## src/rtl/instruction_fetch.sv

```systemverilog
// PC register and IF/ID pipeline register with stall, flush/redirect and HALT.
// Optional perf counters enabled by defining FETCH_PERF_CNT_EN.
module instruction_fetch #(
  parameter logic [31:0] RESET_PC   = 32'h0000_0000,
  parameter int          IMEM_WORDS = 32,
  parameter logic [31:0] HALT_WORD  = 32'hFFFF_FFFF,
  parameter logic [31:0] NOP_WORD   = 32'h0000_0000
) (
  input  logic        clk,
  input  logic        rst_n,
  input  logic        stall,
  input  logic        flush,
  input  logic        pcSrc,
  input  logic [31:0] branchTarget,
  output logic [31:0] readAddress,
  input  logic [31:0] instruction,
  output logic [31:0] ifid_instr,
  output logic [31:0] ifid_pcPlus4,
  output logic        ifid_valid,
  output logic        halted
`ifdef FETCH_PERF_CNT_EN
  ,
  output logic [31:0] fetch_count,
  output logic [31:0] bubble_count
`endif
);

  typedef enum logic {
    S_RUN  = 1'b0,
    S_HALT = 1'b1
  } state_t;

  localparam logic [31:0] WRAP_ADDR = 32'(IMEM_WORDS * 4);

  state_t      r_state;
  state_t      w_next_state;
  logic [31:0] r_pc;
  logic [31:0] w_next_pc;
  logic [31:0] w_pc_plus4;
  logic [31:0] w_seq_pc;
  logic [31:0] w_target;
  logic        w_is_halt;
  logic        w_load_fetch;
  logic        w_load_bubble;

  assign w_pc_plus4 = r_pc + 32'd4;
  assign w_seq_pc   = (w_pc_plus4 == WRAP_ADDR) ? 32'd0 : w_pc_plus4;
  assign w_target   = branchTarget & ~32'h3;
  assign w_is_halt  = (instruction == HALT_WORD);

  always_ff @(posedge clk or negedge rst_n) begin
    if (!rst_n) r_state <= S_RUN;
    else        r_state <= w_next_state;
  end

  always_comb begin
    w_next_state = r_state;
    unique case (r_state)
      S_RUN:  if (!pcSrc && !stall && w_is_halt) w_next_state = S_HALT;
      S_HALT: if (pcSrc) w_next_state = S_RUN;
      default: w_next_state = S_RUN;
    endcase
  end

  // Redirect beats stall beats halt-detect beats sequential fetch.
  always_comb begin
    w_next_pc     = r_pc;
    w_load_fetch  = 1'b0;
    w_load_bubble = 1'b0;
    unique case (r_state)
      S_RUN: begin
        if (pcSrc) begin
          w_next_pc     = w_target;
          w_load_bubble = 1'b1;
        end else if (stall) begin
          w_load_bubble = flush;
        end else if (w_is_halt) begin
          w_load_bubble = 1'b1;
        end else begin
          w_next_pc     = w_seq_pc;
          w_load_bubble = flush;
          w_load_fetch  = !flush;
        end
      end
      S_HALT: begin
        w_load_bubble = 1'b1;
        if (pcSrc) w_next_pc = w_target;
      end
      default: w_load_bubble = 1'b1;
    endcase
  end

  always_ff @(posedge clk or negedge rst_n) begin
    if (!rst_n) r_pc <= RESET_PC & ~32'h3;
    else        r_pc <= w_next_pc;
  end

  always_ff @(posedge clk or negedge rst_n) begin
    if (!rst_n) begin
      ifid_instr   <= NOP_WORD;
      ifid_pcPlus4 <= 32'd0;
      ifid_valid   <= 1'b0;
    end else if (w_load_bubble) begin
      ifid_instr   <= NOP_WORD;
      ifid_pcPlus4 <= 32'd0;
      ifid_valid   <= 1'b0;
    end else if (w_load_fetch) begin
      ifid_instr   <= instruction;
      ifid_pcPlus4 <= w_pc_plus4;
      ifid_valid   <= 1'b1;
    end
  end

  assign readAddress = r_pc;
  assign halted      = (r_state == S_HALT);

`ifdef FETCH_PERF_CNT_EN
  always_ff @(posedge clk or negedge rst_n) begin
    if (!rst_n) begin
      fetch_count  <= 32'd0;
      bubble_count <= 32'd0;
    end else begin
      if (w_load_fetch)  fetch_count  <= fetch_count + 32'd1;
      if (w_load_bubble) bubble_count <= bubble_count + 32'd1;
    end
  end
`endif

endmodule

```

## config.mk

```make
export PLATFORM = sky130hd
export DESIGN_NAME = instruction_fetch
export DESIGN_NICKNAME = d
export VERILOG_FILES = /design/src/rtl/instruction_fetch.sv
export SDC_FILE = /design/constraint.sdc
export NUM_CORES = 1
export LEC_CHECK = 0
export ABC_AREA = 1
export ABC_CLOCK_PERIOD_IN_PS = 2400
export BUFFER_PORTS_ARGS = -buffer_cell sky130_fd_sc_hd__buf_4
export CORE_AREA = 2 2 74 147
export DETAILED_ROUTE_END_ITERATION = 8
export DIE_AREA = 0 0 76 149
export GPL_TIMING_DRIVEN = 0
export PLACE_DENSITY = 0.85
export SLEW_MARGIN = 10
export SYNTH_ARGS = -nofsm -noshare
export SYNTH_HDL_FRONTEND = slang
export SYNTH_SLANG_ARGS = --single-unit
```

## constraint.sdc

```tcl
create_clock -name clk -period 2.4 [get_ports clk]
set_input_delay 0.6 -clock clk [delete_from_list [all_inputs] [get_ports clk]]
set_output_delay 0.6 -clock clk [all_outputs]
set_load 0.005 [all_outputs]
```

Word-level counts from Yosys, hierarchy flattened
Index checks and enable logic that the tools add are counted.
Operators by class
  add/sub/neg operators: 1
  reductions and logical operators: 7
  multiplexer cells: 23
  bitwise operators: 1
  eq/ne operators: 5
Operator list (number)
  $mux W32: 9
  $pmux W32 S2: 1
  $add A32 B3 Y32 const B: 1
  $eq A32 B32 Y1 const B: 1
  $eq A32 B8 Y1 const B: 1
  $mux W1: 11
  $ne A3 B3 Y1 const B: 2
  $pmux W1 S2: 2
  $logic_not A1 Y1: 3
  $reduce_and A3 Y1: 1
  $logic_and A1 B1 Y1: 2
  $ne A2 B2 Y1 const B: 1
  $reduce_bool A2 Y1: 1
  $not A1 Y1: 1
Word-level totals
  logic and storage cells: 42
  output and inout port bits: 98
  register bits after elaboration: 98

Depth between registers and ports, before layout
Gate-level depths: netlist of the first run.
  depth in word-level cells: 7
  mapped depth: 14

Worst setup path after synthesis of the first run
No wires, ideal clock.
  path kind: input to register
  start: in instruction[7]
  end: reg r_pc[31], in the netlist readAddress[31]
  stages on the path: 9
  data required time: 2.280 ns
  arrival: 1.737 ns
  buffers on the path: 2
  path slack: 0.544 ns
  cells stage by stage: nand4_1 > nor4_1 > nand2_1 > nand3_2 > nand2_1 > buf_2 > clkbuf_1 > o21ai_0 > inv_1
On the way
  cells in the longest elaborated chain, start to end: 3
RTL lines
  start, declared: RTL line 16  | input logic [31:0] instruction,
  $eq A32 B32 Y1: RTL line 49  | assign w_is_halt = (instruction == HALT_WORD);
  $ne A3 B3 Y1 (no line)
  $reduce_and A3 Y1 (no line)
  end signal, assigned: RTL line 94  | if (!rst_n) r_pc <= RESET_PC & ~32'h3;
  end signal, assigned: RTL line 95  | else r_pc <= w_next_pc;
  end, declared: RTL line 37  | logic [31:0] r_pc;
Every way passes these cells.
A chain may end at the register's enable or synchronous reset.

Worst setup path in the final report of the first run
  start: reg r_pc[2], in the netlist readAddress[2]
  end: reg r_pc[2], in the netlist readAddress[2]
On the way
  cells in the longest elaborated chain, start to end: 7
RTL lines
  $add A32 B3 Y32 (*): RTL line 46  | assign w_pc_plus4 = r_pc + 32'd4;
  $eq A32 B8 Y1: RTL line 47  | assign w_seq_pc = (w_pc_plus4 == WRAP_ADDR) ? 32'd0 : w_pc_plus4;
  $mux W32 (*): RTL line 47
  $mux W32 (*): RTL line 77  | end else if (w_is_halt) begin
  $mux W32 (*): RTL line 75  | end else if (stall) begin
  $mux W32 (*): RTL line 72  | if (pcSrc) begin
  $pmux W32 S2 (*): RTL line 70  | unique case (r_state)
Every way passes the cells marked *; elsewhere a longest branch is shown, timed or not. The select of a mux whose other input is x is not followed.

==> results.py, run 1 <==
metrics = {
    "yosys": {
        "yosys_register_bits": 95,
        "yosys.area.top_type_share": 0.464,
        "yosysWarnings": 0,
        "synth_area_per_cell_um2": 7.57,
        "syn_inst": 676,
        "synth.largest_area_cell": "dfrtp_1",
        "synth_seq_area_share": 0.464,
        "synth.area.top_cells": "dfrtp_1, nand2_1, o21ai_0",
        "syn_area_um2": 5120,
        "yosysUniqueCellTypes": 36,
    },
    "placement": {
        "portBuffers": 162,
        "place_congestion": 0.899,
        "hpwlAfterDp_mm": 11.7,
        "placed_cells": 976,
    },
    "setup_path": {
        "crit_arrival_ns": 2.42,
        "criticalPathCategory": "flip-flop to flip-flop",
        "worst-path-max-fanout": 7,
        "cp-end-kind": "flip-flop",
        "worst-endpoint-required_ns": 2.63,
        "start_kind": "flip-flop",
    },
    "power_and_ir_drop": {
        "switchingPower_mw": 1.26,
        "p_comb_frac": 0.202,
        "leakage_nw": 3.54,
        "sequentialPowerShare": 0.444,
        "power_density_nw_per_um2": 613,
        "peakVddDrop_mv": 0.396,
        "switching_share": 0.301,
        "p_clk_frac": 0.354,
        "intPower_mw": 2.93,
    },
    "die": {
        "die_height_um": 149,
        "die-area_um2": 11300,
        "rows": 53,
        "start_util": 0.498,
        "io_pins": 167,
        "core-area_um2": 10300,
        "die_w_um": 76,
    },
    "timing": {
        "maxSlewHeadroom": 0.422,
        "clock_skew_ns": 0.0106,
        "fin_hold_ws_ns": 0.324,
        "max_freq_mhz": 456,
        "period_needed_ns": 2.19,
        "worstMarginPinSlew_ns": 0.868,
        "rsz0062_at_grt": "no",
        "hold_viol_final": 0,
        "post-route-period-util": 0.914,
        "report.final.slew_viol_count": 0,
        "final-setup-viol-count": 0,
    },
    "finish": {
        "drive_above_1_share": 0.244,
        "syn_to_final_growth_pct": 33.5,
        "final_cells": 992,
        "nets": 920,
        "fill_cells": 887,
        "diodes": 0,
    },
    "clock_network": {
        "clkTransAtPathRegs_ns": 0.07,
        "clkSinkCount": 95,
        "cts_tree": "done",
        "cts_root_buf": "clkbuf_16",
        "clockBufferDepth": 2,
        "insertion_delay_ns": 0.35,
        "holdBufCountCts": 0,
        "numCtsBuffers": 9,
        "htreeDepth": 3,
    },
    "job": {
        "drv_cap": 0,
    },
    "run_status": {
        "status": "complete, no violations",
    },
    "route": {
        "drtAntennaViolNets": 0,
        "firstDrtPassIters": 5,
        "via_per_inst": 5.33,
        "drc": 0,
        "post_drt_wl_per_cell_um": 15.2,
        "totalWireLength_mm": 15.1,
        "drt-initial-drc-count": 355,
        "num_vias": 5283,
    },
    "global_route": {
        "grt_pass1_vias": 5055,
        "antenna_found_initial": 0,
        "overflow": 0,
        "grtUsageTotal": 0.270,
        "grt_pass1_wl_mm": 24.7,
        "grt_max_degree": 96,
    },
    "worst_hold_path": {
        "hold_path_class": "input port to async pin",
    },
}
[layout make-up]
cell class              count  area [um2]  area share
flip-flops and latches     95        2380       0.348
multi-input cells         443        2200       0.321
repair buffers            162        1220       0.179
inverters                 105         394      0.0577
clock buffers              11         243      0.0355
well taps                 137         171      0.0251
plain buffers              34         164      0.0240
clock inverters             5        65.1     0.00952
[critical path, cell delays in order (launching register included)]
cell and delay [ns]:
dfrtp_2 0.44, ha_1 0.25, nand2_2 0.10, nor2_4 0.16
nand2_1 0.10, nor2_1 0.25, nand2_1 0.09, nand2_1 0.06
nand2_1 0.08, nor2_1 0.09, nand3_1 0.07, nor2_1 0.11
nand3_2 0.11, nand2_1 0.09, a21oi_2 0.05
[cell usage in the layout, fill, tap and decap left out, types with 2 or more instances in the layout]
cell type / synthesis / routed
buf_6: 1 / 2
clkbuf_16: 0 / 9
o21ai_0: 81 / 81
clkinv_1: 2 / 2
nor2_4: 4 / 4
a21oi_2: 3 / 3
o21ai_1: 3 / 3
nand2_2: 3 / 3
o211ai_1: 19 / 19
nand4_1: 13 / 13
xnor2_1: 2 / 2
xor2_1: 5 / 5
clkbuf_1: 25 / 26
nand3_2: 3 / 3
a31oi_1: 8 / 8
nor2_1: 59 / 58
buf_4: 3 / 164
nand3_1: 76 / 76
conb_1: 1 / 2
inv_1: 102 / 102
nand2_1: 136 / 136
buf_2: 2 / 2
nor2_2: 7 / 8
clkinvlp_4: 0 / 2
dfrtp_1: 95 / 94
a22oi_1: 3 / 3
nand3b_1: 8 / 8
clkbuf_8: 1 / 2
[metrics by stage]
stage          TNS (ns)  utilization  power, mW  cell area, um2  setup slack, ns
2_1_floorplan         0            -       2.27            5120            0.544
3_3_place_gp      -8.17        0.633       2.70            6510           -0.216
3_5_place_dp     -11.28        0.633       2.72            6510           -0.258
4_1_cts               0        0.663       4.20            6820            0.107
5_1_grt               0        0.665       4.39            6830           0.0160
6_report              0        0.665       4.19            6830            0.207
[metal layers]
layer	part of all wire	GRT usage
met1	0.41	0.348
met2	0.49	0.449
met3	0.070	0.0502
met4	0.034	0.114
met5	0	0
[power by group through the flow]
stage	Sequential (mW)	Clock (mW)	Combinational (mW)
after CTS	1.86	1.50	0.844
after global routing	1.88	1.57	0.945
after detailed placement	1.88	0	0.838
after floorplan	1.85	0	0.413
after global placement	1.88	0	0.821
final	1.86	1.48	0.845
[flip-flops by register name (all words and copies together) (netlist names)]
signal	count
ifid_pcPlus4	31
ifid_instr	32
readAddress	30
halted	1
ifid_valid	1
[worst paths after layout]
path | end | cells past startpoint | slack [ns] | startpoint
max | readAddress[2] | 14 | 0.21 | readAddress[2]
min | readAddress[9] | 1 | 0.32 | rst_n
max reg2reg | readAddress[2] | 14 | 0.21 | readAddress[2]
min reg2reg | ifid_instr[20] | 2 | 0.51 | ifid_instr[20]
max in group asynchronous | readAddress[2] | 1 | 1.45 | rst_n
min in group clk | halted | 2 | 0.45 | pcSrc
[repair_timing]
item	CTS	global route
gates resized for setup	0	3
hold endpoints to repair	0	0
endpoints found under the setup margin	0	13
buffers inserted	0	0
[cells by family after synthesis]
| group | after synthesis | synth area share |
|---|---|---|
| AOI/OAI and AO/OA | 120 | 0.134 |
| xor gates and xnor gates | 7 | 0.0120 |
| adders and majority gates | 1 | 0.00244 |
| other | 1 | 0.000733 |
| buffers and inverters | 139 | 0.109 |
| and+or+nand+nor | 313 | 0.278 |
| DFF | 95 | 0.464 |
[synth_stat cells]
cell type / count
conb_1: 1
nand3_2: 3
xnor2_1: 2
buf_4: 3
nor2_4: 4
nand2_4: 1
clkinv_1: 2
nand4_1: 13
inv_2: 1
a211oi_1: 1
nand2_2: 3
o21bai_1: 1
and3_1: 1
buf_1: 1
inv_1: 102
nor2_1: 59
a21oi_2: 3
dfrtp_1: 95
dlygate4sd1_1: 1
clkbuf_1: 25
clkbuf_8: 1
buf_2: 2
a22oi_1: 3
nor4_1: 2
nand3_1: 76
o31ai_1: 1
a31oi_1: 8
ha_1: 1
o21ai_1: 3
o21ai_0: 81
nand3b_1: 8
buf_6: 1
nor2_2: 7
nand2_1: 136
xor2_1: 5
o211ai_1: 19
Note: power is estimated with default switching activity, not from simulation.
==> run 2: changes to the inputs <==
- RECOVER_POWER: not set -> 100
==> run 2 against run 1 <==
Net effect:
- register-to-register slack worse by 0.04 ns
- hold slack improved by 0.19 ns
- critical path type unchanged
- fmax decreased by 1.9%
- first-iteration DRC count down 5.9%
- sequential share of layout area increased by 0.26 points
- via count is 0.30% lower
- clock skew decreased by 0.00098 ns
- critical path depth fell by 8
- clock power is essentially flat
- worst setup slack worse by 0.042 ns
- sequential cell count unchanged
- utilization shrank 0.50 points
- critical endpoint unchanged
==> results.py, run 2 (same netlist as run 1, synthesis figures left out) <==
metrics = {
    "timing": {
        "fin_hold_ws_ns": 0.509,
        "post-route-period-util": 0.931,
        "period_needed_ns": 2.24,
        "max_freq_mhz": 447,
        "finalSetupTns_ns": 0,
        "hold_viol_final": 0,
        "report.final.slew_viol_count": 0,
        "maxSlewHeadroom": 0.144,
        "final-setup-viol-count": 0,
        "rsz0062_at_grt": "no",
        "worstMarginPinSlew_ns": 1.28,
        "clock_skew_ns": 0.00962,
    },
    "run_status": {
        "status": "complete, no violations",
    },
    "global_route": {
        "antenna_found_initial": 0,
        "grt_pass1_vias": 5055,
        "grtUsageTotal": 0.270,
        "overflow": 0,
        "grt_max_degree": 96,
        "grt_pass1_wl_mm": 24.7,
    },
    "finish": {
        "final_cells": 992,
        "seq_area_um2": 2380,
        "largest_register_ffs": 32,
        "multi_input_area_um2": 2190,
        "fill_cells": 893,
        "syn_to_final_growth_pct": 32.5,
        "nets": 920,
        "final_common_cell": "nand2_1",
        "diodes": 0,
        "drive_above_1_share": 0.229,
        "regMostFlops": "ifid_instr",
        "mostFrequentLayoutCells": "nand2_1, inv_1, dfrtp_1",
    },
    "route": {
        "drtAntennaViolNets": 0,
        "post_drt_wl_per_cell_um": 15.2,
        "num_vias": 5267,
        "drc": 0,
        "firstDrtPassIters": 5,
        "drt-initial-drc-count": 334,
        "via_per_inst": 5.31,
        "totalWireLength_mm": 15.1,
    },
    "clock_network": {
        "clockBufferDepth": 2,
        "numCtsBuffers": 9,
        "clkTransAtPathRegs_ns": 0.07,
        "post_cts_resized": 0,
        "cts_setup_buffers": 0,
        "cts_root_buf": "clkbuf_16",
        "holdBufCountCts": 0,
        "insertion_delay_ns": 0.35,
        "clkSinkCount": 95,
        "htreeDepth": 3,
        "cts_tree": "done",
    },
    "setup_path": {
        "crit_top_cell": "nor2_1",
        "criticalPathCategory": "flip-flop to flip-flop",
        "cp-end-kind": "flip-flop",
        "start_kind": "flip-flop",
        "path_cells": "nor2_1 > clkinv_1 > dlygate4sd2_1 > nor2_1 > nand2_1 > a21oi_2",
        "crit_path_max_incr_delay_ns": 0.56,
        "worst-path-max-fanout": 10,
        "worst-endpoint-required_ns": 2.67,
        "cp_slowest_cell": "nor2_1",
        "crit_arrival_ns": 2.50,
    },
    "job": {
        "drv_cap": 0,
    },
    "die": {
        "start_util": 0.498,
        "rows": 53,
        "die_height_um": 149,
        "io_pins": 167,
        "die_w_um": 76,
        "die-area_um2": 11300,
        "core-area_um2": 10300,
    },
    "power_and_ir_drop": {
        "peakVddDrop_mv": 0.397,
        "power_density_nw_per_um2": 615,
        "leakage_nw": 3.46,
        "power_mw": 4.17,
    },
    "worst_hold_path": {
        "hold_path_class": "flip-flop to flip-flop",
    },
    "placement": {
        "placed_cells": 976,
        "hpwlAfterDp_mm": 11.7,
        "place_congestion": 0.899,
        "portBuffers": 162,
    },
}
-- run 2: cell types whose count changed in the layout (fill, tap and decap cells not counted), moves of 2 or more --
| cell | previous run | this run |
|---|---|---|
| clkbuf_4 | 0 | 86 |
| o21ai_1 | 3 | 1 |
| buf_4 | 164 | 67 |
| clkbuf_1 | 26 | 38 |
| o21ai_0 | 81 | 83 |
-- run 2: where the power goes --
group	internal (mW)	switching, mW	leakage, nW
combinational	0.350	0.475	2.07
sequential	1.71	0.147	1.24
clock	0.848	0.640	0.144
-- run 2: final timing paths --
path / start / endpoint / slack, ns / depth (start not counted)
worst max-delay path: halted / readAddress[2] / 0.16 / 6
max in group asynchronous: rst_n / readAddress[2] / 0.93 / 1
worst min-delay path: ifid_instr[29] / ifid_instr[29] / 0.51 / 2
worst min register to register: ifid_instr[29] / ifid_instr[29] / 0.51 / 2
worst max register to register: halted / readAddress[2] / 0.16 / 6
min in group asynchronous: rst_n / readAddress[9] / 0.54 / 1
-- run 2: worst max-delay path, delay by kind of cell, from the launching register on --
| family | cells | cell delay (ns) |
|---|---|---|
| AO/OA/AOI/OAI | 1 | 0.11 |
| flip-flops | 1 | 0.41 |
| buffers and inverters | 2 | 0.85 |
| AND/OR/NAND/NOR | 3 | 0.78 |
-- run 2: metrics by stage --
step / util / cell area (um2) / worst slack (ns)
detailed placement: 0.633 / 6510 / -0.258
finish: 0.660 / 6780 / 0.165
global route: 0.660 / 6780 / 0.0137
global placement: 0.633 / 6510 / -0.216
CTS: 0.663 / 6820 / 0.107
floorplan: - / 5120 / 0.544
-- run 2: cell type report --
cell class / instances / area share
Buffer: 34 / 0.0242
Sequential cell: 95 / 0.351
Multi-Input combinational cell: 443 / 0.323
Tap cell: 137 / 0.0253
Timing Repair Buffer: 162 / 0.173
Inverter: 105 / 0.0581
Clock buffer: 11 / 0.0358
Clock inverter: 5 / 0.00960
-- run 2: metal layers --
layer | vias up | GRT usage | share of wire
li1 | 2537 | - | -
met1 | 2463 | 0.348 | 0.41
met2 | 230 | 0.449 | 0.49
met3 | 37 | 0.0502 | 0.066
met4 | 0 | 0.114 | 0.032
met5 | - | 0 | 0
==> run 3: changes to the inputs <==
- ABC_CLOCK_PERIOD_IN_PS: 2400 -> 1900
- CORE_AREA: 2 2 74 147 -> 2 2 78 155
- DIE_AREA: 0 0 76 149 -> 0 0 80 157
- PLACE_DENSITY: 0.85 -> 0.81
- clock period: 2.4 -> 1.9 ns (I/O delays scaled with it)
==> run 3 against run 2 <==
Net effect:
- the flow now finishes with violations (negative setup slack)
- first-iteration DRC count down 6.0%
- sequential cell count unchanged
- hold slack worse by 0.16 ns
- register-to-register slack worse by 0.38 ns
- critical endpoint is now readAddress[3]
- critical path type unchanged
- die area up 11%
- power up 26%
==> results.py, run 3 (same netlist as run 1, synthesis figures left out) <==
metrics = {
    "run_status": {
        "status": "finished with violations",
        "violations": "negative setup slack",
    },
    "clock_network": {
        "numCtsBuffers": 9,
        "clockBufferDepth": 2,
        "cts_tree": "done",
        "clkSinkCount": 95,
        "htreeDepth": 3,
        "clkTransAtPathRegs_ns": 0.07,
        "insertion_delay_ns": 0.35,
        "cts_root_buf": "clkbuf_16",
    },
    "route": {
        "drc": 0,
        "post_drt_wl_per_cell_um": 16.1,
        "num_vias": 5366,
        "drt-initial-drc-count": 314,
        "firstDrtPassIters": 5,
        "via_per_inst": 5.27,
        "drtAntennaViolNets": 0,
        "totalWireLength_mm": 16.4,
    },
    "power_and_ir_drop": {
        "power_density_nw_per_um2": 743,
        "intPower_mw": 3.58,
        "power_mw": 5.25,
        "leakage_nw": 3.56,
        "sequentialPowerShare": 0.446,
        "switching_share": 0.319,
        "peakVddDrop_mv": 0.457,
        "p_comb_frac": 0.229,
        "switchingPower_mw": 1.68,
        "p_clk_frac": 0.324,
    },
    "global_route": {
        "overflow": 0,
        "antenna_found_initial": 0,
        "grt_max_degree": 96,
        "grt_pass1_vias": 5274,
        "grtUsageTotal": 0.263,
        "grt_pass1_wl_mm": 25.6,
    },
    "timing": {
        "worstMarginPinSlew_ns": 1.33,
        "setup_slack_ns": -0.217,
        "final-setup-viol-count": 9,
        "period_needed_ns": 2.12,
        "max_freq_mhz": 472,
        "maxSlewHeadroom": 0.115,
        "fin_hold_ws_ns": 0.348,
        "post-route-period-util": 1.11,
        "report.final.slew_viol_count": 0,
        "clock_skew_ns": 0.00904,
        "rsz0062_at_grt": "yes",
        "hold_viol_final": 0,
        "finalSetupTns_ns": -1.23,
    },
    "finish": {
        "syn_to_final_growth_pct": 38.2,
        "final_util": 0.627,
        "diodes": 0,
        "largest_register_ffs": 32,
        "regMostFlops": "ifid_instr",
        "multi_input_area_um2": 2360,
        "final_common_cell": "nand2_1",
        "nets": 942,
        "mostFrequentLayoutCells": "nand2_1, buf_4, inv_1",
        "post-route-cell-area_um2": 7070,
        "drive_above_1_share": 0.283,
        "fill_cells": 1048,
        "final_cells": 1019,
        "seq_area_um2": 2380,
    },
    "job": {
        "drv_cap": 0,
    },
    "die": {
        "rows": 55,
        "start_util": 0.454,
        "die_height_um": 157,
        "die_w_um": 80,
        "die-area_um2": 12600,
        "core-area_um2": 11300,
        "io_pins": 167,
    },
    "placement": {
        "placed_cells": 981,
        "portBuffers": 162,
        "placed_area_um2": 6520,
        "place_ws_ns": -0.497,
        "hpwlAfterDp_mm": 12.2,
        "place_congestion": 0.941,
    },
    "setup_path": {
        "cp-endpoint": "readAddress[3]",
        "criticalPathCategory": "flip-flop to flip-flop",
        "rr_endpoint": "readAddress[3]",
        "worst-endpoint-required_ns": 2.13,
        "r2r_slack_ns": -0.22,
        "worst-path-max-fanout": 5,
        "r2r_start": "readAddress[3]",
        "reg2reg_depth": 14,
        "start_kind": "flip-flop",
        "crit_start": "readAddress[3]",
        "crit_arrival_ns": 2.34,
        "cp-end-kind": "flip-flop",
    },
    "worst_hold_path": {
        "hold_path_class": "input port to flip-flop",
        "worstHoldPathCells": 2,
    },
}
run 3: what timing repair did:
item,in CTS,in global routing
gates cloned,0,0
gates resized for setup,20,56
hold buffers,0,0
setup endpoints to repair,91,33
pin swaps,9,18
buffers inserted,13,10
run 3: worst min-delay path by stage:
stage                          from               to  slack [ns]
floorplan                     rst_n           halted        0.18
global placement     ifid_instr[13]   ifid_instr[13]        0.49
detailed placement  ifid_pcPlus4[3]  ifid_pcPlus4[3]        0.50
CTS                           pcSrc           halted        0.33
global route                  pcSrc           halted        0.35
finish                        pcSrc           halted        0.35
run 3: critical path, stage by stage (launching register included):
cell     delay [ns]
dfrtp_1        0.41
buf_4          0.14
nand2_1        0.08
nor2_4         0.24
nand2_4        0.09
nand2_1        0.07
nand2_1        0.10
nor2_1         0.16
nand2_1        0.14
nor2_1         0.13
nand2_1        0.08
nor2_2         0.13
nand3_4        0.11
nand2_2        0.08
a21oi_2        0.04
run 3: area by class of cell:
| class | count | share of cell area |
|---|---|---|
| buffer | 34 | 0.0242 |
| tap | 142 | 0.0251 |
| multi-input combinational | 443 | 0.334 |
| clock buffer | 10 | 0.0324 |
| timing repair buffer | 184 | 0.185 |
| sequential | 95 | 0.337 |
| clock inverter | 6 | 0.00601 |
| inverter | 105 | 0.0564 |
run 3: power groups by stage:
stage          logic, mW  clock network (mW)  registers (mW)
2_1_floorplan      0.522                   0            2.34
3_3_place_gp        1.05                   0            2.37
3_5_place_dp        1.07                   0            2.38
4_1_cts             1.15                1.74            2.34
5_1_grt             1.33                1.80            2.37
6_report            1.20                1.70            2.34
run 3: layer usage:
metal / share of wire / wire, um / GRT usage / vias to the layer above
li1: - / - / - / 2581
met1: 0.35 / 5820 / 0.291 / 2535
met2: 0.56 / 9110 / 0.479 / 197
met3: 0.047 / 778 / 0.0338 / 53
met4: 0.042 / 690 / 0.136 / 0
met5: 0 / 0 / 0 / -
